**src/rtl/foc_isample_ctrl_pkg.sv**
```systemverilog
// Shared types and constants for the FOC current-sampling controller.
// Channel codes, phase-pair codes and the sector-to-pair decode live here.
package foc_isample_ctrl_pkg;

  typedef enum logic [2:0] {
    StIdle,
    StReq,
    StWait,
    StNext,
    StUpdate
  } fsm_state_e;

  localparam logic [1:0]  ChA       = 2'd0;
  localparam logic [1:0]  ChB       = 2'd1;
  localparam logic [1:0]  ChC       = 2'd2;

  localparam logic [3:0]  KkkBc     = 4'b0001;
  localparam logic [3:0]  KkkAc     = 4'b0010;
  localparam logic [3:0]  KkkAb     = 4'b0011;

  localparam logic [11:0] OffsetMid = 12'd2048;

  function automatic logic sector_valid(input logic [2:0] sector);
    return (sector != 3'd0) && (sector != 3'd7);
  endfunction

  function automatic logic [1:0] pair_first(input logic [2:0] sector);
    return (sector == 3'd1 || sector == 3'd6) ? ChB : ChA;
  endfunction

  function automatic logic [1:0] pair_second(input logic [2:0] sector);
    return (sector == 3'd4 || sector == 3'd5) ? ChB : ChC;
  endfunction

  function automatic logic [3:0] pair_kkk(input logic [2:0] sector);
    logic [3:0] kkk;
    case (sector)
      3'd1, 3'd6: kkk = KkkBc;
      3'd2, 3'd3: kkk = KkkAc;
      default:    kkk = KkkAb;
    endcase
    return kkk;
  endfunction

endpackage

```
**src/rtl/foc_offset_acc.sv**
```systemverilog
// Per-channel offset calibration: sums 2^CAL_LOG2 complete A/B/C triplets
// and publishes the truncated mean of each channel as its offset.
module foc_offset_acc
  import foc_isample_ctrl_pkg::*;
#(
  parameter int unsigned CAL_LOG2 = 6
) (
  input  logic            clk,
  input  logic            rst_n,
  input  logic            i_clr,
  input  logic            i_add,
  input  logic [2:0][11:0] i_code,
  output logic [2:0][11:0] o_offset,
  output logic            o_done
);

  localparam int unsigned AccW = 12 + CAL_LOG2;
  localparam int unsigned CntW = CAL_LOG2 + 1;
  localparam logic [CntW-1:0] CntLast = CntW'((1 << CAL_LOG2) - 1);

  logic [2:0][AccW-1:0] r_acc;
  logic [CntW-1:0]      r_cnt;
  logic                 r_done;
  logic [2:0][11:0]     r_off;
  logic [2:0][AccW-1:0] w_sum;

  always_comb begin
    w_sum = '0;
    for (int c = 0; c < 3; c++) begin
      w_sum[c] = r_acc[c] + AccW'(i_code[c]);
    end
  end

  always_ff @(posedge clk or negedge rst_n) begin
    if (!rst_n) begin
      r_acc  <= '0;
      r_cnt  <= '0;
      r_done <= 1'b0;
      r_off  <= {3{OffsetMid}};
    end else if (i_clr) begin
      r_acc  <= '0;
      r_cnt  <= '0;
      r_done <= 1'b0;
      r_off  <= {3{OffsetMid}};
    end else if (i_add && !r_done) begin
      r_acc <= w_sum;
      r_cnt <= r_cnt + 1'b1;
      if (r_cnt == CntLast) begin
        r_done <= 1'b1;
        for (int c = 0; c < 3; c++) begin
          r_off[c] <= w_sum[c][AccW-1:CAL_LOG2];
        end
      end
    end
  end

  assign o_offset = r_off;
  assign o_done   = r_done;

endmodule

```
**src/rtl/foc_isample_ctrl.sv**
```systemverilog
// Sequences two-phase current conversions per PWM trigger, removes per-channel
// offsets, and runs A/B/C offset calibration until offsets are valid.
module foc_isample_ctrl
  import foc_isample_ctrl_pkg::*;
#(
  parameter int unsigned CAL_LOG2    = 6,
  parameter int unsigned ADC_TIMEOUT = 255
) (
  input  logic        clk,
  input  logic        rst_n,
  input  logic        pwm_trig_i,
  input  logic [2:0]  sector_i,
  input  logic        cal_start_i,
  output logic        adc_req_o,
  output logic [1:0]  adc_ch_o,
  input  logic        adc_done_i,
  input  logic [11:0] adc_dat_i,
  output logic [31:0] dat_o,
  output logic [31:0] dat3_o,
  output logic [3:0]  kkk_o,
  output logic        smp_vld_o,
  output logic        cal_done_o,
  output logic        busy_o,
  output logic        ovr_o,
  output logic        err_o
);

  localparam int unsigned TmrW = $clog2(ADC_TIMEOUT + 1);
  localparam logic [TmrW-1:0] TmrLast = TmrW'(ADC_TIMEOUT - 1);

  fsm_state_e       r_state;
  logic             r_cal_mode;
  logic             r_cal_pend;
  logic [1:0]       r_ch_first;
  logic [1:0]       r_ch_second;
  logic [3:0]       r_seq_kkk;
  logic [1:0]       r_idx;
  logic [1:0][11:0] r_code;
  logic [TmrW-1:0]  r_tmr;
  logic             r_adc_req;
  logic [1:0]       r_adc_ch;
  logic [31:0]      r_dat;
  logic [31:0]      r_dat3;
  logic [3:0]       r_kkk;
  logic             r_smp_vld;
  logic             r_ovr;
  logic             r_err;

  logic             w_clr;
  logic             w_cal_now;
  logic             w_last;
  logic             w_add;
  logic [2:0][11:0] w_codes;
  logic [2:0][11:0] w_offset;
  logic             w_cal_done;
  logic [11:0]      w_off_first;
  logic [11:0]      w_off_second;

  // A pending or fresh calibration request wins over a coincident trigger.
  assign w_clr        = (r_state == StIdle) && (cal_start_i || r_cal_pend);
  assign w_cal_now    = !w_cal_done || w_clr;
  assign w_last       = r_cal_mode ? (r_idx == 2'd2) : (r_idx == 2'd1);
  assign w_add        = (r_state == StWait) && adc_done_i && w_last && r_cal_mode;
  assign w_codes      = {adc_dat_i, r_code[1], r_code[0]};
  assign w_off_first  = w_offset[r_ch_first];
  assign w_off_second = w_offset[r_ch_second];

  foc_offset_acc #(
    .CAL_LOG2 (CAL_LOG2)
  ) u_offset_acc (
    .clk      (clk),
    .rst_n    (rst_n),
    .i_clr    (w_clr),
    .i_add    (w_add),
    .i_code   (w_codes),
    .o_offset (w_offset),
    .o_done   (w_cal_done)
  );

  always_ff @(posedge clk or negedge rst_n) begin
    if (!rst_n) begin
      r_state     <= StIdle;
      r_cal_mode  <= 1'b0;
      r_cal_pend  <= 1'b0;
      r_ch_first  <= ChA;
      r_ch_second <= ChA;
      r_seq_kkk   <= '0;
      r_idx       <= '0;
      r_code      <= '0;
      r_tmr       <= '0;
      r_adc_req   <= 1'b0;
      r_adc_ch    <= ChA;
      r_dat       <= '0;
      r_dat3      <= '0;
      r_kkk       <= '0;
      r_smp_vld   <= 1'b0;
      r_ovr       <= 1'b0;
      r_err       <= 1'b0;
    end else begin
      r_smp_vld <= 1'b0;
      r_ovr     <= 1'b0;
      r_err     <= 1'b0;

      if (cal_start_i && r_state != StIdle) begin
        r_cal_pend <= 1'b1;
      end else if (w_clr) begin
        r_cal_pend <= 1'b0;
      end

      if (pwm_trig_i && r_state != StIdle) begin
        r_ovr <= 1'b1;
      end

      case (r_state)
        StIdle: begin
          if (pwm_trig_i) begin
            if (!sector_valid(sector_i)) begin
              r_err <= 1'b1;
            end else begin
              r_cal_mode  <= w_cal_now;
              r_ch_first  <= w_cal_now ? ChA : pair_first(sector_i);
              r_ch_second <= pair_second(sector_i);
              r_seq_kkk   <= pair_kkk(sector_i);
              r_adc_ch    <= w_cal_now ? ChA : pair_first(sector_i);
              r_adc_req   <= 1'b1;
              r_idx       <= '0;
              r_state     <= StReq;
            end
          end
        end
        StReq: begin
          r_tmr   <= '0;
          r_state <= StWait;
        end
        StWait: begin
          if (adc_done_i) begin
            r_adc_req <= 1'b0;
            if (!r_idx[1]) begin
              r_code[r_idx[0]] <= adc_dat_i;
            end
            if (w_last) begin
              r_state <= StUpdate;
              if (!r_cal_mode) begin
                r_dat     <= {20'h0, r_code[0]} - {20'h0, w_off_first};
                r_dat3    <= {20'h0, adc_dat_i} - {20'h0, w_off_second};
                r_kkk     <= r_seq_kkk;
                r_smp_vld <= 1'b1;
              end
            end else begin
              r_idx   <= r_idx + 1'b1;
              r_state <= StNext;
            end
          end else if (r_tmr == TmrLast) begin
            r_adc_req <= 1'b0;
            r_err     <= 1'b1;
            r_state   <= StIdle;
          end else begin
            r_tmr <= r_tmr + 1'b1;
          end
        end
        StNext: begin
          if (r_cal_mode) begin
            r_adc_ch <= (r_idx == 2'd1) ? ChB : ChC;
          end else begin
            r_adc_ch <= r_ch_second;
          end
          r_adc_req <= 1'b1;
          r_state   <= StReq;
        end
        StUpdate: begin
          r_state <= StIdle;
        end
        default: begin
          r_state <= StIdle;
        end
      endcase
    end
  end

  assign adc_req_o  = r_adc_req;
  assign adc_ch_o   = r_adc_ch;
  assign dat_o      = r_dat;
  assign dat3_o     = r_dat3;
  assign kkk_o      = r_kkk;
  assign smp_vld_o  = r_smp_vld;
  assign cal_done_o = w_cal_done;
  assign busy_o     = (r_state != StIdle);
  assign ovr_o      = r_ovr;
  assign err_o      = r_err;

endmodule

```
**config.mk**
```make
export PLATFORM = sky130hd
export DESIGN_NAME = foc_isample_ctrl
export DESIGN_NICKNAME = d
export VERILOG_FILES = /design/src/rtl/foc_isample_ctrl_pkg.sv /design/src/rtl/foc_offset_acc.sv /design/src/rtl/foc_isample_ctrl.sv
export SDC_FILE = /design/constraint.sdc
export NUM_CORES = 1
export LEC_CHECK = 0
export BUFFER_PORTS_ARGS = -buffer_cell sky130_fd_sc_hd__buf_2
export CORE_MARGIN = 3
export CORE_UTILIZATION = 61
export DETAILED_ROUTE_END_ITERATION = 7
export GPL_ROUTABILITY_DRIVEN = 0
export GPL_TIMING_DRIVEN = 0
export PLACE_DENSITY = 0.81
export REMOVE_ABC_BUFFERS = 1
export SETUP_SLACK_MARGIN = 0.15
export SLEW_MARGIN = 40
export SYNTH_ARGS = -nofsm -noshare
export SYNTH_HDL_FRONTEND = slang
export SYNTH_SLANG_ARGS = --single-unit
```
**constraint.sdc**
```tcl
create_clock -name clk -period 3.6 [get_ports clk]
set_clock_uncertainty 0.1 [all_clocks]
set_input_delay 0.72 -clock clk [delete_from_list [all_inputs] [get_ports clk]]
set_output_delay 0.72 -clock clk [all_outputs]
set_load 0.005 [all_outputs]
```
==> impl_metrics.json <==
{
  "run_status": "finished clean",
  "ant_nets": 0,
  "cp_num_buf_inv": 0,
  "timing.final.ws_setup_ps": 226,
  "synth-seq-area-share_pct": 40.9,
  "worst_slew_pin_slew_ps": 807,
  "start_kind": "flip-flop",
  "fp.dieW_um": 139,
  "ys_ff_latch": 176,
  "fill_cells": 1231,
  "hold_buffers": 0,
  "setup_tns_ps": 0,
  "ys_warn_count": 0,
  "grt_pass1_wl_um": 43700,
  "max-clock-path-buffers": 2,
  "grt-ovfl-total": 0,
  "htree_levels": 4,
  "hold_viol": 0,
  "first_global_vias": 8723,
  "crit_path_max_fanout": 13,
  "clkTransAtPathRegs_ps": 70,
  "drt_wl_total_um": 26500,
  "clockRootBuffer": "clkbuf_16",
  "multiInputGateArea_um2": 5830,
  "die_h_um": 139,
  "syn_avg_cell_area_um2": 9.23,
  "io_pins": 96,
  "slew_viol_final": 0,
  "dp_hpwl_um": 18600,
  "ys.flop_type": "dfrtp_1",
  "power_density_nw_per_um2": 655,
  "relSlewSlack_pct": 46.2,
  "rr_worst_depth": 9,
  "leakagePower_nw": 5.57,
  "rows": 47,
  "drtIter0Drc": 775,
  "antenna_cells": 0,
  "crit_family": "compound AO/OA/AOI/OAI gates",
  "route.vias.total": 8797,
  "grt_max_degree": 77,
  "fin_util_pct": 70.9,
  "drive_above_1_share_pct": 15.8,
  "first_pass_iters": 5,
  "area_growth_pct": 11.6,
  "vdd.ir_drop.worst_uv": 430,
  "cp_slowest_cell": "dfrtp_1",
  "regArea_um2": 4410,
  "finalCritPeriodShare_pct": 93.7,
  "cp_data_required_time_ps": 3860,
  "routed_via_density": 6.12,
  "clock_sinks": 176,
  "arrival_ps": 3630,
  "initial_core_util_pct": 63.6,
  "fmax_ghz": 0.296,
  "criticalPathCategory": "flip-flop to flip-flop",
  "critPathMaxStageDelay_ps": 860,
  "io_buffers": 93,
  "end_kind": "flip-flop",
  "cp.depth": 9,
  "max_cap_violations": 0,
  "cts_buffers": 17,
  "place_ws_ps": -192,
  "min_path_type": "input port to asynchronous set/reset pin",
  "rsz0062_at_grt": "no",
  "setup_violations": 0,
  "drc": 0,
  "syn_inst": 1167,
  "worstPathCellList": "mux2_2 -> ha_1 -> fa_1 -> nor2b_1 -> o31ai_1 -> a21oi_1 -> a221oi_1 -> xor2_1 -> o21ai_0",
  "fin_crit_ps": 3370,
  "synth-edff-count": 0,
  "nets": 1295,
  "antenna_found_initial": 0,
  "gr-usage-all-layers_pct": 27.5,
  "synth_cell_types": 63,
  "synthArstFlopShare_pct": 100,
  "die_area_um2": 19300,
  "cts_tree": "built",
  "worst_skew_pair.late_latency_ps": 440,
  "core_um2": 16900,
  "drt-wirelength-per-cell_um": 18.4,
  "synth_area_um2": 10800
}
cells in the mapped netlist (9+ instances only):
library cell,count,area (um2)
mux2_2,26,293
mux2i_1,36,360
nand2b_1,20,125
a21o_1,18,135
dfrtp_1,173,4330
xor2_1,38,333
nand4_1,10,62.6
inv_1,23,86.3
o21ai_0,118,591
nand3_1,52,260
and3_1,11,68.8
nand2_1,129,484
xnor2_1,39,342
o211ai_1,16,120
a21oi_1,87,435
a31oi_1,10,62.6
nor2_1,73,274
ha_1,65,813
buf_4,41,308
clkbuf_1,40,150
nor3_1,15,75.1
or3_1,9,56.3
a211oi_1,19,143
buf_1,10,37.5
area by class of cell:
type / instances / area share [%]
multi-input combinational: 875 / 48.5
sequential: 176 / 36.7
tap: 220 / 2.29
clock inverter: 13 / 1.54
timing repair buffer: 112 / 6.43
inverter: 23 / 0.719
clock buffer: 19 / 3.77
cells by family after synthesis:
family                     synth area share [%]
AOI/OAI and AO/OA                          17.0
muxes                                      6.06
and+or+nand+nor                            15.7
other                                    0.0348
buffers and inverters                      5.54
DFF                                        40.9
adders and majority gates                  8.48
xor gates and xnor gates                   6.26
power breakdown:
group | internal [mW] | switching (mW) | total, mW
sequential | 2.37 | 0.426 | 2.80
combinational | 1.33 | 1.74 | 3.07
clock | 1.20 | 0.807 | 2.01
total | 4.90 | 2.97 | 7.87
registers in the layout, summed over array words and instances (netlist names):
register	count
adc_ch_o	2
adc_req_o	1
dat3_o	13
dat_o	13
err_o	1
kkk_o	2
ovr_o	1
r_cal_mode	1
r_cal_pend	1
r_ch_first	1
r_ch_second	2
r_code	24
r_idx	2
r_seq_kkk	2
r_state	3
r_tmr	8
smp_vld_o	1
u_offset_acc.o_done	1
u_offset_acc.o_offset	36
u_offset_acc.r_acc	54
u_offset_acc.r_cnt	7
final timing paths:
path                                                         end                 startpoint  slack (ps)
min reg2reg                                 dat_o[4]$_DFFE_PN0P_       dat_o[4]$_DFFE_PN0P_         370
min in group clk                            dat_o[4]$_DFFE_PN0P_       dat_o[4]$_DFFE_PN0P_         370
max in group asynchronous  u_offset_acc.o_offset[35]$_DFFE_PN1P_                      rst_n        2560
min                           u_offset_acc.r_acc[18]$_DFFE_PN0P_                      rst_n         100
max                                        dat_o[10]$_DFFE_PN0P_  r_ch_first[0]$_DFFE_PN0P_         230
max reg2reg                                dat_o[10]$_DFFE_PN0P_  r_ch_first[0]$_DFFE_PN0P_         230
metrics by stage:
step           hold WS, ps  instances  power [mW]  cell area [um2]
2_1_floorplan          324       1074        4.56            10300
3_3_place_gp           355       1387        5.47            11000
3_5_place_dp           365       1402        5.77            11300
4_1_cts                107       1434        7.83            12000
5_1_grt                110       1438        8.34            12000
6_report              96.7       1438        7.87            12000
cell usage in the layout, fill, tap and decap left out, drive strengths merged, types with 20 or more instances in the layout:
master and n:
buf 112, xor2 38, xnor2 39, dfrtp 173, o21ai 119, mux2 26, a21oi 87, nand2 129
inv 24, nand2b 20, ha 65, nand3 52, nor2 73, mux2i 36
repair_timing:
| action | 4_1_cts | 5_1_grt |
|---|---|---|
| endpoints found under the setup margin | 4 | 2 |
| gates resized for setup | 3 | 1 |
| setup buffers | 0 | 4 |
| pin swaps | 1 | 1 |
per-layer routing:
metal / routed length [um] / global-route usage [%]
met1: 10900 / 35.1
met2: 13000 / 46.0
met3: 1750 / 5.97
met4: 777 / 10.7
met5: 0 / 0
Power figures use the tool's default switching activity.
